**src/rtl/ram_portb_arbiter.sv**
```systemverilog
// Two-requester round-robin arbiter sharing a single RAM port B.
// One transaction in flight at a time; each request gets exactly one response pulse.
module ram_portb_arbiter #(
  parameter int ADDR_W  = 11,
  parameter int DATA_W  = 4,
  parameter int DEPTH   = 1070,
  parameter int TIMEOUT = 8
) (
  input  logic              clk,
  input  logic              rst,
  input  logic              req0_valid,
  input  logic              req0_we,
  input  logic [ADDR_W-1:0] req0_addr,
  input  logic [DATA_W-1:0] req0_wdata,
  output logic              req0_ready,
  input  logic              req1_valid,
  input  logic              req1_we,
  input  logic [ADDR_W-1:0] req1_addr,
  input  logic [DATA_W-1:0] req1_wdata,
  output logic              req1_ready,
  output logic              resp0_valid,
  output logic [DATA_W-1:0] resp0_rdata,
  output logic              resp0_err,
  output logic              resp1_valid,
  output logic [DATA_W-1:0] resp1_rdata,
  output logic              resp1_err,
  output logic              ram_enb,
  output logic              ram_web,
  output logic [ADDR_W-1:0] ram_addrb,
  output logic [DATA_W-1:0] ram_dib,
  input  logic [DATA_W-1:0] ram_dob,
  input  logic              ram_dob_valid,
  output logic              busy
);

  localparam int CNT_W = $clog2(TIMEOUT + 1);
  localparam logic [ADDR_W:0]  DEPTH_L  = (ADDR_W + 1)'(DEPTH);
  localparam logic [CNT_W-1:0] TMO_LAST = CNT_W'(TIMEOUT - 1);
  localparam logic [CNT_W-1:0] TMO_MAX  = CNT_W'(TIMEOUT);

  typedef enum logic [1:0] {IDLE, ISSUE, WAIT, RESP} state_t;

  state_t state, state_nxt;

  logic              grant_vld;
  logic              grant;
  logic              sel_we;
  logic [ADDR_W-1:0] sel_addr;
  logic [DATA_W-1:0] sel_wdata;
  logic              sel_oor;

  logic              owner_q;
  logic              last_q;
  logic              we_q;
  logic [ADDR_W-1:0] addr_q;
  logic [DATA_W-1:0] wdata_q;
  logic [DATA_W-1:0] rdata_q;
  logic              err_q;
  logic [CNT_W-1:0]  cnt_q;

  // Winner selection: a lone requester wins; on a tie the one not granted last wins.
  always_comb begin
    grant_vld = req0_valid | req1_valid;
    if (req0_valid && req1_valid) begin
      grant = ~last_q;
    end else begin
      grant = req1_valid;
    end
    sel_we    = grant ? req1_we    : req0_we;
    sel_addr  = grant ? req1_addr  : req0_addr;
    sel_wdata = grant ? req1_wdata : req0_wdata;
    sel_oor   = ({1'b0, sel_addr} >= DEPTH_L);
  end

  always_ff @(posedge clk or posedge rst) begin
    if (rst) begin
      state <= IDLE;
    end else begin
      state <= state_nxt;
    end
  end

  always_comb begin
    state_nxt   = state;
    req0_ready  = 1'b0;
    req1_ready  = 1'b0;
    ram_enb     = 1'b0;
    resp0_valid = 1'b0;
    resp0_rdata = '0;
    resp0_err   = 1'b0;
    resp1_valid = 1'b0;
    resp1_rdata = '0;
    resp1_err   = 1'b0;
    case (state)
      IDLE: begin
        if (grant_vld) begin
          req0_ready = ~grant;
          req1_ready = grant;
          state_nxt  = sel_oor ? RESP : ISSUE;
        end
      end
      ISSUE: begin
        ram_enb   = 1'b1;
        state_nxt = WAIT;
      end
      WAIT: begin
        if (ram_dob_valid || (cnt_q == TMO_LAST)) begin
          state_nxt = RESP;
        end
      end
      RESP: begin
        if (owner_q) begin
          resp1_valid = 1'b1;
          resp1_rdata = rdata_q;
          resp1_err   = err_q;
        end else begin
          resp0_valid = 1'b1;
          resp0_rdata = rdata_q;
          resp0_err   = err_q;
        end
        state_nxt = IDLE;
      end
      default: state_nxt = IDLE;
    endcase
  end

  // Transaction registers are cleared by reset too, so every output reads 0 while rst is high.
  always_ff @(posedge clk or posedge rst) begin
    if (rst) begin
      owner_q <= 1'b0;
      last_q  <= 1'b1;
      we_q    <= 1'b0;
      addr_q  <= '0;
      wdata_q <= '0;
      rdata_q <= '0;
      err_q   <= 1'b0;
      cnt_q   <= '0;
    end else begin
      case (state)
        IDLE: begin
          if (grant_vld) begin
            owner_q <= grant;
            last_q  <= grant;
            we_q    <= sel_we;
            addr_q  <= sel_addr;
            wdata_q <= sel_wdata;
            rdata_q <= '0;
            err_q   <= sel_oor;
          end
        end
        ISSUE: begin
          cnt_q <= '0;
        end
        WAIT: begin
          if (ram_dob_valid) begin
            if (!we_q) begin
              rdata_q <= ram_dob;
            end
          end else if (cnt_q == TMO_LAST) begin
            err_q <= 1'b1;
          end
          if (cnt_q != TMO_MAX) begin
            cnt_q <= cnt_q + CNT_W'(1);
          end
        end
        default: ;
      endcase
    end
  end

  assign ram_web   = we_q;
  assign ram_addrb = addr_q;
  assign ram_dib   = wdata_q;
  assign busy      = (state != IDLE);

endmodule

```
**config.mk**
```make
export PLATFORM = sky130hd
export DESIGN_NAME = ram_portb_arbiter
export DESIGN_NICKNAME = d
export VERILOG_FILES = /design/src/rtl/ram_portb_arbiter.sv
export SDC_FILE = /design/constraint.sdc
export NUM_CORES = 1
export LEC_CHECK = 0
export ABC_AREA = 0
export CAP_MARGIN = 20
export CORE_MARGIN = 2
export CORE_UTILIZATION = 34
export DETAILED_ROUTE_END_ITERATION = 7
export GPL_TIMING_DRIVEN = 0
export PLACE_DENSITY = 0.68
export SYNTH_ARGS = -nofsm -noshare
export SYNTH_HDL_FRONTEND = slang
export SYNTH_SLANG_ARGS = --single-unit
```
**constraint.sdc**
```tcl
create_clock -name clk -period 3.6 [get_ports clk]
set_clock_uncertainty 0.2 [all_clocks]
set_input_delay 0.72 -clock clk [delete_from_list [all_inputs] [get_ports clk]]
set_output_delay 0.72 -clock clk [all_outputs]
set_load 0.005 [all_outputs]
```
After elaboration in Yosys (flattened, before gate mapping)
Cells that the tools add are included.
W data, S select, Z words.
Cells by class
  $lt $le $gt $ge: 1
  $mul: 0
  $add $sub $neg: 1
  bitwise operators: 3
  div/mod/pow operators: 0
  shift operators: 0
  muxes and demuxes: 35
  eq/ne operators: 12
  reductions and logical operators: 11
Operators with widths (count)
  $mux W4: 9
  $mux W1: 18
  $pmux W4 S2: 2
  $ne A2 B2 Y1 const B: 7
  $ge A11 B11 Y1 const B: 1
  $mux W11: 1
  $pmux W2 S4: 1
  $reduce_and A4 Y1: 2
  $mux W2: 3
  $reduce_and A2 Y1: 3
  $reduce_bool A2 Y1: 3
  $add A4 B1 Y4 const B: 1
  $eq A2 B2 Y1 const B: 2
  $eq A4 B3 Y1 const B: 1
  $ne A4 B4 Y1 const B: 1
  $eq A2 B1 Y1 const B: 1
  $logic_not A2 Y1: 1
  $not A1 Y1: 2
  $pmux W1 S2: 1
  $logic_and A1 B1 Y1: 1
  $logic_or A1 B1 Y1: 1
  $or A1 B1 Y1: 1
Word-level totals
  word-level logic and storage cells: 72
  latch bits: 0
  flip-flop bits (word level): 29
  memories kept: 0
  memory bits (read-only): 0
  memory bits (writable): 0

Longest topological paths before layout
  depth after elaboration: 7
  depth in mapped cells: 7
  depth with buffers taken out: 6

Worst setup path before layout
Ideal clock, no wire load.
  path type: in2out
  start point: input req1_valid
  end point: output req0_ready
  stages on the path: 4
  required time: 2680 ps
  data arrival time: 1377 ps
  slack: 1303 ps
  path buffers: 2
  path through: o21ai_1 -> buf_2 -> buf_2 -> nor2_1
On the way
  longest elaborated chain between the ends: 5
RTL lines
  start, declared: line 16  | input logic req1_valid,
  $logic_and A1 B1 Y1: line 64  | if (req0_valid && req1_valid) begin
  $mux W1: line 64
  $not A1 Y1: line 97  | req0_ready = ~grant;
  $mux W1 (*): line 96  | if (grant_vld) begin
  $mux W1 (*): line 94  | case (state)
  end, declared: line 15  | output logic req0_ready,
Every way passes the cells marked *; elsewhere a longest branch is shown, timed or not.

Worst setup path in the final report
  start point: input req0_valid
  end point: output req0_ready
On the way
  longest elaborated chain between the ends: 5
RTL lines
  start, declared: line 11  | input logic req0_valid,
  $logic_and A1 B1 Y1: line 64
  $mux W1: line 64
  $not A1 Y1: line 97
  $mux W1 (*): line 96
  $mux W1 (*): line 94
Marked as above.

==> results.sh <==
export IMPL_status="complete, no violations"
export IMPL_reg2reg_slack_ns=1.67
export IMPL_finalWorstSetupSlack_ns=0.171
export IMPL_chipHeight_microns=72.9
export IMPL_nNetsFinal=297
export IMPL_core_area_sq_um=4660
export IMPL_globalplace_congestion=0.807
export IMPL_htree_levels=2
export IMPL_hold_slack_ns=0.283
export IMPL_cp_end_kind="output pin"
export IMPL_syn_instance_count=170
export IMPL_finalNonFillerCells=305
export IMPL_cts_setup_buffers=0
export IMPL_worst_slew_margin_rel=0.742
export IMPL_overflow=0
export IMPL_grt_first_pass_wirelength_mm=6.71
export IMPL_crit_chain="clkdlybuf4s50_1 -> o21ai_1 -> buf_2 -> buf_2 -> nor2_1 -> clkdlybuf4s50_1"
export IMPL_start_util=0.346
export IMPL_rsz0062_at_grt="no"
export IMPL_routed_via_density=4.87
export IMPL_diodes=0
export IMPL_clock_latency_ns=0.27
export IMPL_post_route_period_util=0.952
export IMPL_utilization=0.540
export IMPL_reg2reg_to="ram_addrb[7]$_DFFE_PP0P_"
export IMPL_cts_root_buf="clkbuf_8"
export IMPL_ys_ff_latch=29
export IMPL_area_delta_synth_final_pct=56.2
export IMPL_max_freq_mhz=292
export IMPL_fin_area_sq_um=2520
export IMPL_grtUsageTotal=0.161
export IMPL_cts_buffer_depth=2
export IMPL_r2r_start="state[0]$_DFFE_PP0P_"
export IMPL_hold_buffers=0
export IMPL_die_w_microns=72.9
export IMPL_dr_pass1_iters=4
export IMPL_ir_drop_uv=283
export IMPL_whs_endpoint="ram_dib[2]$_DFFE_PP0P_"
export IMPL_timing_final_max_slew_violations=0
export IMPL_layout_commonest_cell="clkdlybuf4s50_1"
export IMPL_hold_class="reg2reg"
export IMPL_post_route_min_period_ns=3.43
export IMPL_cap_violations=0
export IMPL_dieArea_sq_um=5310
export IMPL_regArea_sq_um=727
export IMPL_drt_wl_total_mm=4.03
export IMPL_final_hold_viol_count=0
export IMPL_path_max_fanout=10
export IMPL_most_common_layout_cells="clkdlybuf4s50_1 (72), dfrtp_1 (28), nand2_1 (24)"
export IMPL_setup_viol=0
export IMPL_crit_type="in2out"
export IMPL_ff2ff_path_depth=7
export IMPL_multi_input_area_sq_um=798
export IMPL_ys_types=37
export IMPL_placed_cell_area_sq_um=2430
export IMPL_port_buffers=72
export IMPL_cts_tree="yes"
export IMPL_synth_fp_nets=217
export IMPL_numCtsBuffers=5
export IMPL_drt_iter0_drc=63
export IMPL_worst_pin_slew_ns=0.388
export IMPL_start_kind="primary input"
export IMPL_vias=1485
export IMPL_setup_tns_final_ns=0
export IMPL_hold_depth=2
export IMPL_power_density_nw_per_um2=680
export IMPL_critPathMaxStageDelay_ns=0.49
export IMPL_worstPathArrival_ns=2.51
export IMPL_path_clk_slew_ns=0.06
export IMPL_ys_seq_area_frac=0.451
export IMPL_required_ns=2.68
export IMPL_cts_sinks=29
export IMPL_fillers=428
export IMPL_drtAntennaViolNets=0
export IMPL_antenna_found_initial=0
export IMPL_drive_gt1_frac=0.0797
export IMPL_ys_warn_count=0
export IMPL_pre_cts_ws_ns=0.153
export IMPL_p_leak_nw=1.13
export IMPL_synthesis_area_sq_um=1610
export IMPL_placementRows=25
export IMPL_ioPinCount=73
export IMPL_report_power_total_mw=1.71
export IMPL_wl_per_cell_microns=13.2
export IMPL_holdCritStartpoint="ram_dib[2]$_DFFE_PP0P_"
export IMPL_drc=0
export IMPL_grt_pass1_vias=1444
export IMPL_grt_start_max_net_pins=24
export IMPL_cts_resized=0
export IMPL_dp_final_hpwl_mm=3.16
export IMPL_postSynthAreaPerCell_sq_um=9.49
export IMPL_cp_slowest_cell="clkdlybuf4s50_1"
export IMPL_dp_cells=297
## power by group
| group | switching (mW) | internal, mW |
|---|---|---|
| clock | 0.113 | 0.156 |
| sequential | 0.108 | 0.484 |
| combinational | 0.397 | 0.457 |
| total | 0.618 | 1.10 |
## worst max-delay path by stage
stage / slack [ns] / from / cells after the start / to
floorplan: 1.30 / req1_valid / 4 / req0_ready
global placement: 0.16 / req0_valid / 6 / req0_ready
detailed placement: 0.15 / req0_valid / 6 / req0_ready
CTS: 0.15 / req0_valid / 6 / req0_ready
global route: 0.007 / req0_valid / 6 / req0_ready
finish: 0.17 / req0_valid / 6 / req0_ready
## critical path: cells and delay by family
family / cells / cell delay, ns
AOI/OAI and AO/OA: 1 / 0.26
buffers and inverters: 4 / 1.46
and+or+nand+nor: 1 / 0.07
## sequential cells by signal (all words and copies together), names as in the netlist
register,count
ram_addrb,11
ram_dib,4
ram_web,1
owner_q,1
rdata_q,4
cnt_q,4
state,2
last_q,1
err_q,1
## cell families after synthesis
kind of cell | Yosys count | synth area share
compound gates | 42 | 0.168
flops | 29 | 0.451
buf+inv | 19 | 0.0543
fa+ha+maj | 6 | 0.0465
simple gates | 58 | 0.182
mux | 16 | 0.0993
## layout make-up
class	count	share of cell area
buffer	8	0.0184
clock buffer	8	0.0358
sequential	29	0.289
multi-input combinational	122	0.317
inverter	11	0.0164
tap	54	0.0268
timing repair buffer	73	0.297
## metal layers
layer	GRT usage	vias to the layer above	wire [microns]	part of all wire
li1	-	760	-	-
met1	0.227	680	1940	0.48
met2	0.254	43	1870	0.46
met3	0.0304	2	204	0.051
met4	0.0432	0	23	0.0057
met5	0	-	0	0
## cells in the mapped netlist
library cell / count / area, sq um
o22ai_1: 1 / 6.26
inv_2: 1 / 3.75
o22a_1: 1 / 8.76
a32oi_1: 1 / 8.76
buf_2: 4 / 20.0
ha_1: 6 / 75.1
and3_1: 5 / 31.3
nand2b_1: 2 / 12.5
nor2b_1: 4 / 25.0
nor3_1: 1 / 5.00
nor2_1: 2 / 7.51
o21ai_0: 18 / 90.1
mux2i_1: 16 / 160
o211a_1: 1 / 10.0
nor4_1: 2 / 12.5
a21boi_2: 1 / 11.3
o31ai_1: 1 / 7.51
a21o_1: 3 / 22.5
clkbuf_1: 2 / 7.51
a21oi_1: 4 / 20.0
a211oi_1: 1 / 7.51
o32ai_2: 1 / 16.3
and2_1: 6 / 37.5
and3b_1: 1 / 8.76
a21bo_2: 1 / 10.0
nand3_1: 5 / 25.0
buf_6: 1 / 11.3
nor2_2: 1 / 6.26
inv_1: 10 / 37.5
o21ai_1: 6 / 30.0
a22oi_2: 1 / 12.5
dfrtp_1: 28 / 701
dfstp_2: 1 / 26.3
buf_4: 1 / 7.51
a221oi_1: 1 / 8.76
nand4_1: 5 / 31.3
nand2_1: 24 / 90.1
(Power assumes the default switching activity.)
